--- src/rtl/fsm.sv ---
// Vending-machine controller: accumulates coins, dispenses a selected drink with change,
// and refunds all credit on cancel. All outputs are registered.
module fsm #(
  parameter logic [7:0] PRICE_TEA    = 8'd10,
  parameter logic [7:0] PRICE_COKE   = 8'd15,
  parameter logic [7:0] PRICE_COFFEE = 8'd20,
  parameter logic [7:0] PRICE_MILK   = 8'd25
) (
  input  logic       clk,
  input  logic       reset,
  input  logic [7:0] coin,
  input  logic [7:0] drink_choose,
  input  logic       cancel,
  input  logic       inputCoin,
  input  logic       hasChosen,
  output logic [1:0] state,
  output logic [7:0] total,
  output logic       dispense,
  output logic [7:0] drink_out,
  output logic [7:0] change,
  output logic       change_valid
);

  typedef enum logic [1:0] {
    IDLE     = 2'd0,
    COIN     = 2'd1,
    DISPENSE = 2'd2
  } state_e;

  state_e     state_q, state_d;
  logic [7:0] total_q, total_d;
  logic       dispense_q, dispense_d;
  logic [7:0] drinkOut_q, drinkOut_d;
  logic [7:0] change_q, change_d;
  logic       changeValid_q, changeValid_d;

  logic       coinValid;
  logic       selValid;
  logic       affordable;
  logic [8:0] coinSum;
  logic [7:0] coinSat;

  assign coinValid  = inputCoin && ((coin == 8'd1) || (coin == 8'd5) ||
                                    (coin == 8'd10) || (coin == 8'd50));
  assign selValid   = hasChosen && ((drink_choose == PRICE_TEA) || (drink_choose == PRICE_COKE) ||
                                    (drink_choose == PRICE_COFFEE) || (drink_choose == PRICE_MILK));
  // Drink code doubles as its price, so affordability compares credit to the code.
  assign affordable = selValid && (total_q >= drink_choose);
  assign coinSum    = {1'b0, total_q} + {1'b0, coin};
  assign coinSat    = coinSum[8] ? 8'hFF : coinSum[7:0];

  always_ff @(posedge clk or negedge reset) begin
    if (!reset) begin
      state_q       <= IDLE;
      total_q       <= 8'd0;
      dispense_q    <= 1'b0;
      drinkOut_q    <= 8'd0;
      change_q      <= 8'd0;
      changeValid_q <= 1'b0;
    end else begin
      state_q       <= state_d;
      total_q       <= total_d;
      dispense_q    <= dispense_d;
      drinkOut_q    <= drinkOut_d;
      change_q      <= change_d;
      changeValid_q <= changeValid_d;
    end
  end

  always_comb begin
    state_d       = state_q;
    total_d       = total_q;
    dispense_d    = 1'b0;
    drinkOut_d    = drinkOut_q;
    change_d      = change_q;
    changeValid_d = 1'b0;
    case (state_q)
      IDLE: begin
        // Credit is always zero here, so cancel and selections have nothing to act on.
        if (coinValid) begin
          total_d = coin;
          state_d = COIN;
        end
      end
      COIN: begin
        if (cancel) begin
          change_d      = total_q;
          changeValid_d = 1'b1;
          total_d       = 8'd0;
          state_d       = IDLE;
        end else if (affordable) begin
          dispense_d    = 1'b1;
          drinkOut_d    = drink_choose;
          change_d      = total_q - drink_choose;
          changeValid_d = 1'b1;
          total_d       = 8'd0;
          state_d       = DISPENSE;
        end else if (coinValid) begin
          total_d = coinSat;
        end
      end
      DISPENSE: state_d = IDLE;
      default:  state_d = IDLE;
    endcase
  end

  assign state        = state_q;
  assign total        = total_q;
  assign dispense     = dispense_q;
  assign drink_out    = drinkOut_q;
  assign change       = change_q;
  assign change_valid = changeValid_q;

endmodule

--- config.mk ---
export PLATFORM = sky130hd
export DESIGN_NAME = fsm
export DESIGN_NICKNAME = d
export VERILOG_FILES = /design/src/rtl/fsm.sv
export SDC_FILE = /design/constraint.sdc
export NUM_CORES = 1
export LEC_CHECK = 0
export ABC_AREA = 1
export ABC_CLOCK_PERIOD_IN_PS = 5750
export CAP_MARGIN = 20
export CORE_MARGIN = 2
export CORE_UTILIZATION = 30
export DETAILED_ROUTE_END_ITERATION = 7
export GPL_TIMING_DRIVEN = 0
export PLACE_DENSITY = 0.57
export SKIP_CTS_REPAIR_TIMING = 1
export SLEW_MARGIN = 20
export SYNTH_ARGS = -nofsm -noshare
export SYNTH_HDL_FRONTEND = slang
export SYNTH_SLANG_ARGS = --single-unit
--- constraint.sdc ---
create_clock -name clk -period 5.75 [get_ports clk]
set_input_delay 0.8625 -clock clk [delete_from_list [all_inputs] [get_ports clk]]
set_output_delay 0.8625 -clock clk [all_outputs]
set_load 0.005 [all_outputs]
==> results.ini, run 1 <==
[status]
status = finished clean

[yosys]
yosysWarnings = 0
synth_async_sr_flop_share = 1.00
syn-instance-count = 326
post_synth_num_cell_types = 28
syn-num-nets = 365
seq_area_frac_synth = 0.321
synth-edff-count = 0
yosys-top-cells-area = sky130_fd_sc_hd__dfrtp_1 32%, sky130_fd_sc_hd__nand2_1 24%, sky130_fd_sc_hd__ha_1 9.2%
synth-main-ff-cell = sky130_fd_sc_hd__dfrtp_1
syn-mean-instance-area_um2 = 6.69
synth_top_area_frac = 0.321
post-synth-top-area-cell = sky130_fd_sc_hd__dfrtp_1
post_synthesis_sequential_element_count = 28
post_synthesis_cell_area_um2 = 2180

[floorplan]
coreArea_um2 = 7140
die-area_um2 = 7970
num_io_pins = 49
initial_utilization = 0.306
chipHeight_um = 89.3
placementRows = 31
die-width_um = 89.3

[timing]
skew_ns = 0.00122
setup_repair_after_global_routing_missed_its_margin = false
finalSetupViolCount = 0
setup_tns_ns = 0
clock.fmax_mhz = 322
final_period_minus_worst_setup_slack_ns = 3.10
worst-slew-pin-transition_ns = 0.618
max_slew_margin = 0.588
timing.final.hold_violations = 0
maxSlewViolCount = 0
period_share = 0.540

[power]
power.density_nw_per_um2 = 320
post-layout-total-power_mw = 0.914
power.leakage_nw = 1.56
peakVddDrop_uv = 120

[routing]
avgViaCountPerCell = 4.53
drt_drc_violations_left = 0
wirelength_um = 5720
drt_iter0_drc = 95
detailedRoute.firstPassIterationCount = 4
detail_route.wl_per_cell_um = 12.0
final_antenna_net_count = 0
via_count = 2161

[place]
buffer_ports.inserted = 48
dp_hpwl_um = 4600
gp_congestion = 0.845

[finish]
mostFrequentLayoutCells = 138 x sky130_fd_sc_hd__nand2_1, 47 x sky130_fd_sc_hd__clkdlybuf4s50_1, 43 x sky130_fd_sc_hd__inv_1
drive_above_1_share = 0.0397
syn2layout_area_growth_pct = 30.8
antennaDiodeCount = 0
layout.cells.most_common = sky130_fd_sc_hd__nand2_1
nNetsFinal = 418

[clock_tree]
clock_tree_from_tritoncts = done
clkSinkCount = 28
clk_path_buf_depth = 2
cts.clk_slew.worst_paths_ns = 0.10
clock_latency_ns = 0.28
ctsHtreeMaxLevel = 1
cts-root-buf = sky130_fd_sc_hd__clkbuf_8
cts_buffers = 3

[setup_path]
timing.critical_path.cells = clkdlybuf4s50_1 > ha_1 > fa_1 > nand3_1 > nand3_1 > a21oi_1 > o21ai_0 > nand3_1 > nand2_1 > nand2_1 > nand2_1
r2r-start = total[0]
critical_path_peak_fanout = 8
critical_path_buf_inv_count = 1
worst_path_dominant_cell_family = adder cells
cp_slowest_stage_delay_ns = 0.49
number_of_cells_on_the_worst_reg_to_reg_path = 10
timing.reg2reg.setup_slack_ns = 3.27
criticalPathCategory = primary input to register
critPathSlowestCell = sky130_fd_sc_hd__a21oi_1
critical_path.endpoint_type = register
req_time_crit_path_ns = 5.94
critPathLaunchType = primary input
regToRegEndpoint = total[2]
timing.critical_path.arrival_ns = 3.29

[grt]
globalRoute.totalOverflow = 0
grt_pass1_vias = 2105
grt_max_degree = 29
aggregate_global_route_resource_usage = 0.153
grt_pass1_wl_um = 9540
number_of_antenna_violations_at_the_first_check_in_global_routing = 0

[flow_run]
drv.max_cap_violation_count = 0

[worst_hold_path]
worst_min_delay_path_class = register to register
hold_path_end = drink_out[5]
hp-start = drink_out[5]
min_delay_path_depth = 2

[layout make-up]
class | instances | area (um^2)
sequential | 28 | 701
multi-input combinational | 250 | 1290
inverter | 44 | 165
clock buffer | 3 | 41.3
fill | 789 | 4290
tap | 99 | 124
timing repair buffer | 48 | 475
clock inverter | 1 | 30.0
buffer | 4 | 23.8
[how the worst max path moves through the flow]
stage | end | from | cells after the start | slack [ns]
floorplan | total[2] | coin[0] | 10 | 3.22
global placement | total[2] | coin[0] | 11 | 2.29
detailed placement | total[2] | coin[0] | 11 | 2.27
CTS | total[2] | coin[0] | 11 | 2.58
global route | total[6] | coin[0] | 11 | 2.43
finish | total[2] | coin[0] | 11 | 2.65
[Yosys cell counts, drive strengths merged, types with 2 or more instances]
| cell type | number |
|---|---|
| nand4 | 5 |
| xnor2 | 3 |
| dfrtp | 28 |
| nand3 | 35 |
| o21ai | 13 |
| fa | 2 |
| nor2 | 16 |
| nand3b | 3 |
| a21oi | 8 |
| buf | 2 |
| o22ai | 2 |
| inv | 44 |
| clkbuf | 2 |
| xor2 | 2 |
| nand2 | 141 |
| ha | 16 |
[power breakdown]
part	internal [mW]	total, mW	switching (mW)
Clock	0.0934	0.159	0.0653
Combinational	0.226	0.466	0.240
Sequential	0.238	0.289	0.0508
[routing by layer]
layer | GRT usage | vias up | share of wire
li1 | - | 1137 | -
met1 | 0.186 | 965 | 0.46
met2 | 0.279 | 49 | 0.48
met3 | 0.0166 | 10 | 0.042
met4 | 0.0556 | 0 | 0.020
met5 | 0 | - | 0
[tightest hold or removal path, cell delays in order, from the launching register on]
cell and delay, ns:
sky130_fd_sc_hd__dfrtp_1 0.35, sky130_fd_sc_hd__nand2_1 0.05, sky130_fd_sc_hd__inv_1 0.04
[state kept, by name, summed over array words and instances (netlist names)]
signal / cells
change: 8
drink_out: 8
total: 8
state: 2
change_valid: 1
dispense: 1
[metrics by stage]
stage                      util  setup WS (ns)  cell area [um^2]  hold WS [ns]  instances
after floorplan               -           3.22              2180         0.460        326
after global placement    0.390           2.29              2790         0.449        473
after detailed placement  0.390           2.27              2780         0.457        473
after CTS                 0.400           2.58              2850         0.484        477
after global routing      0.400           2.43              2850         0.507        477
final                     0.400           2.65              2850         0.474        477
[logic make-up (layout without fill, tap and decap cells)]
| kind of cell | count (synthesis) | in the layout | share of synthesized area |
|---|---|---|---|
| AO/OA/AOI/OAI | 25 | 25 | 0.0608 |
| XOR/XNOR | 5 | 5 | 0.0201 |
| adder cells (fa/ha/maj) | 18 | 18 | 0.110 |
| buffers and inverters | 48 | 100 | 0.0866 |
| flip-flops | 28 | 28 | 0.321 |
| AND/OR/NAND/NOR | 202 | 202 | 0.401 |
(Power assumes the default switching activity.)
==> run 2, diff against run 1 <==
--- a/config.mk
+++ b/config.mk
@@ -6,7 +6,7 @@
 export NUM_CORES = 1
 export LEC_CHECK = 0
 export ABC_AREA = 1
-export ABC_CLOCK_PERIOD_IN_PS = 5750
+export ABC_CLOCK_PERIOD_IN_PS = 2900
 export CAP_MARGIN = 20
 export CORE_MARGIN = 2
 export CORE_UTILIZATION = 30
==> constraint.sdc (replaced) <==
create_clock -name clk -period 2.9 [get_ports clk]
set_input_delay 0.435 -clock clk [delete_from_list [all_inputs] [get_ports clk]]
set_output_delay 0.435 -clock clk [all_outputs]
set_load 0.005 [all_outputs]
==> results of run 2 <==
Same layout as run 1 (identical final DEF). Status: finished clean.
Among the figures that moved: setup slack after placement 2.27 ns -> -0.151 ns; setup slack after layout 2.65 ns -> 0.223 ns; hold slack 0.474 ns -> 0.150 ns; register-to-register setup slack 3.27 ns -> 0.42 ns; total power 0.914 mW -> 1.81 mW; worst IR drop on VDD 120 uV -> 238 uV
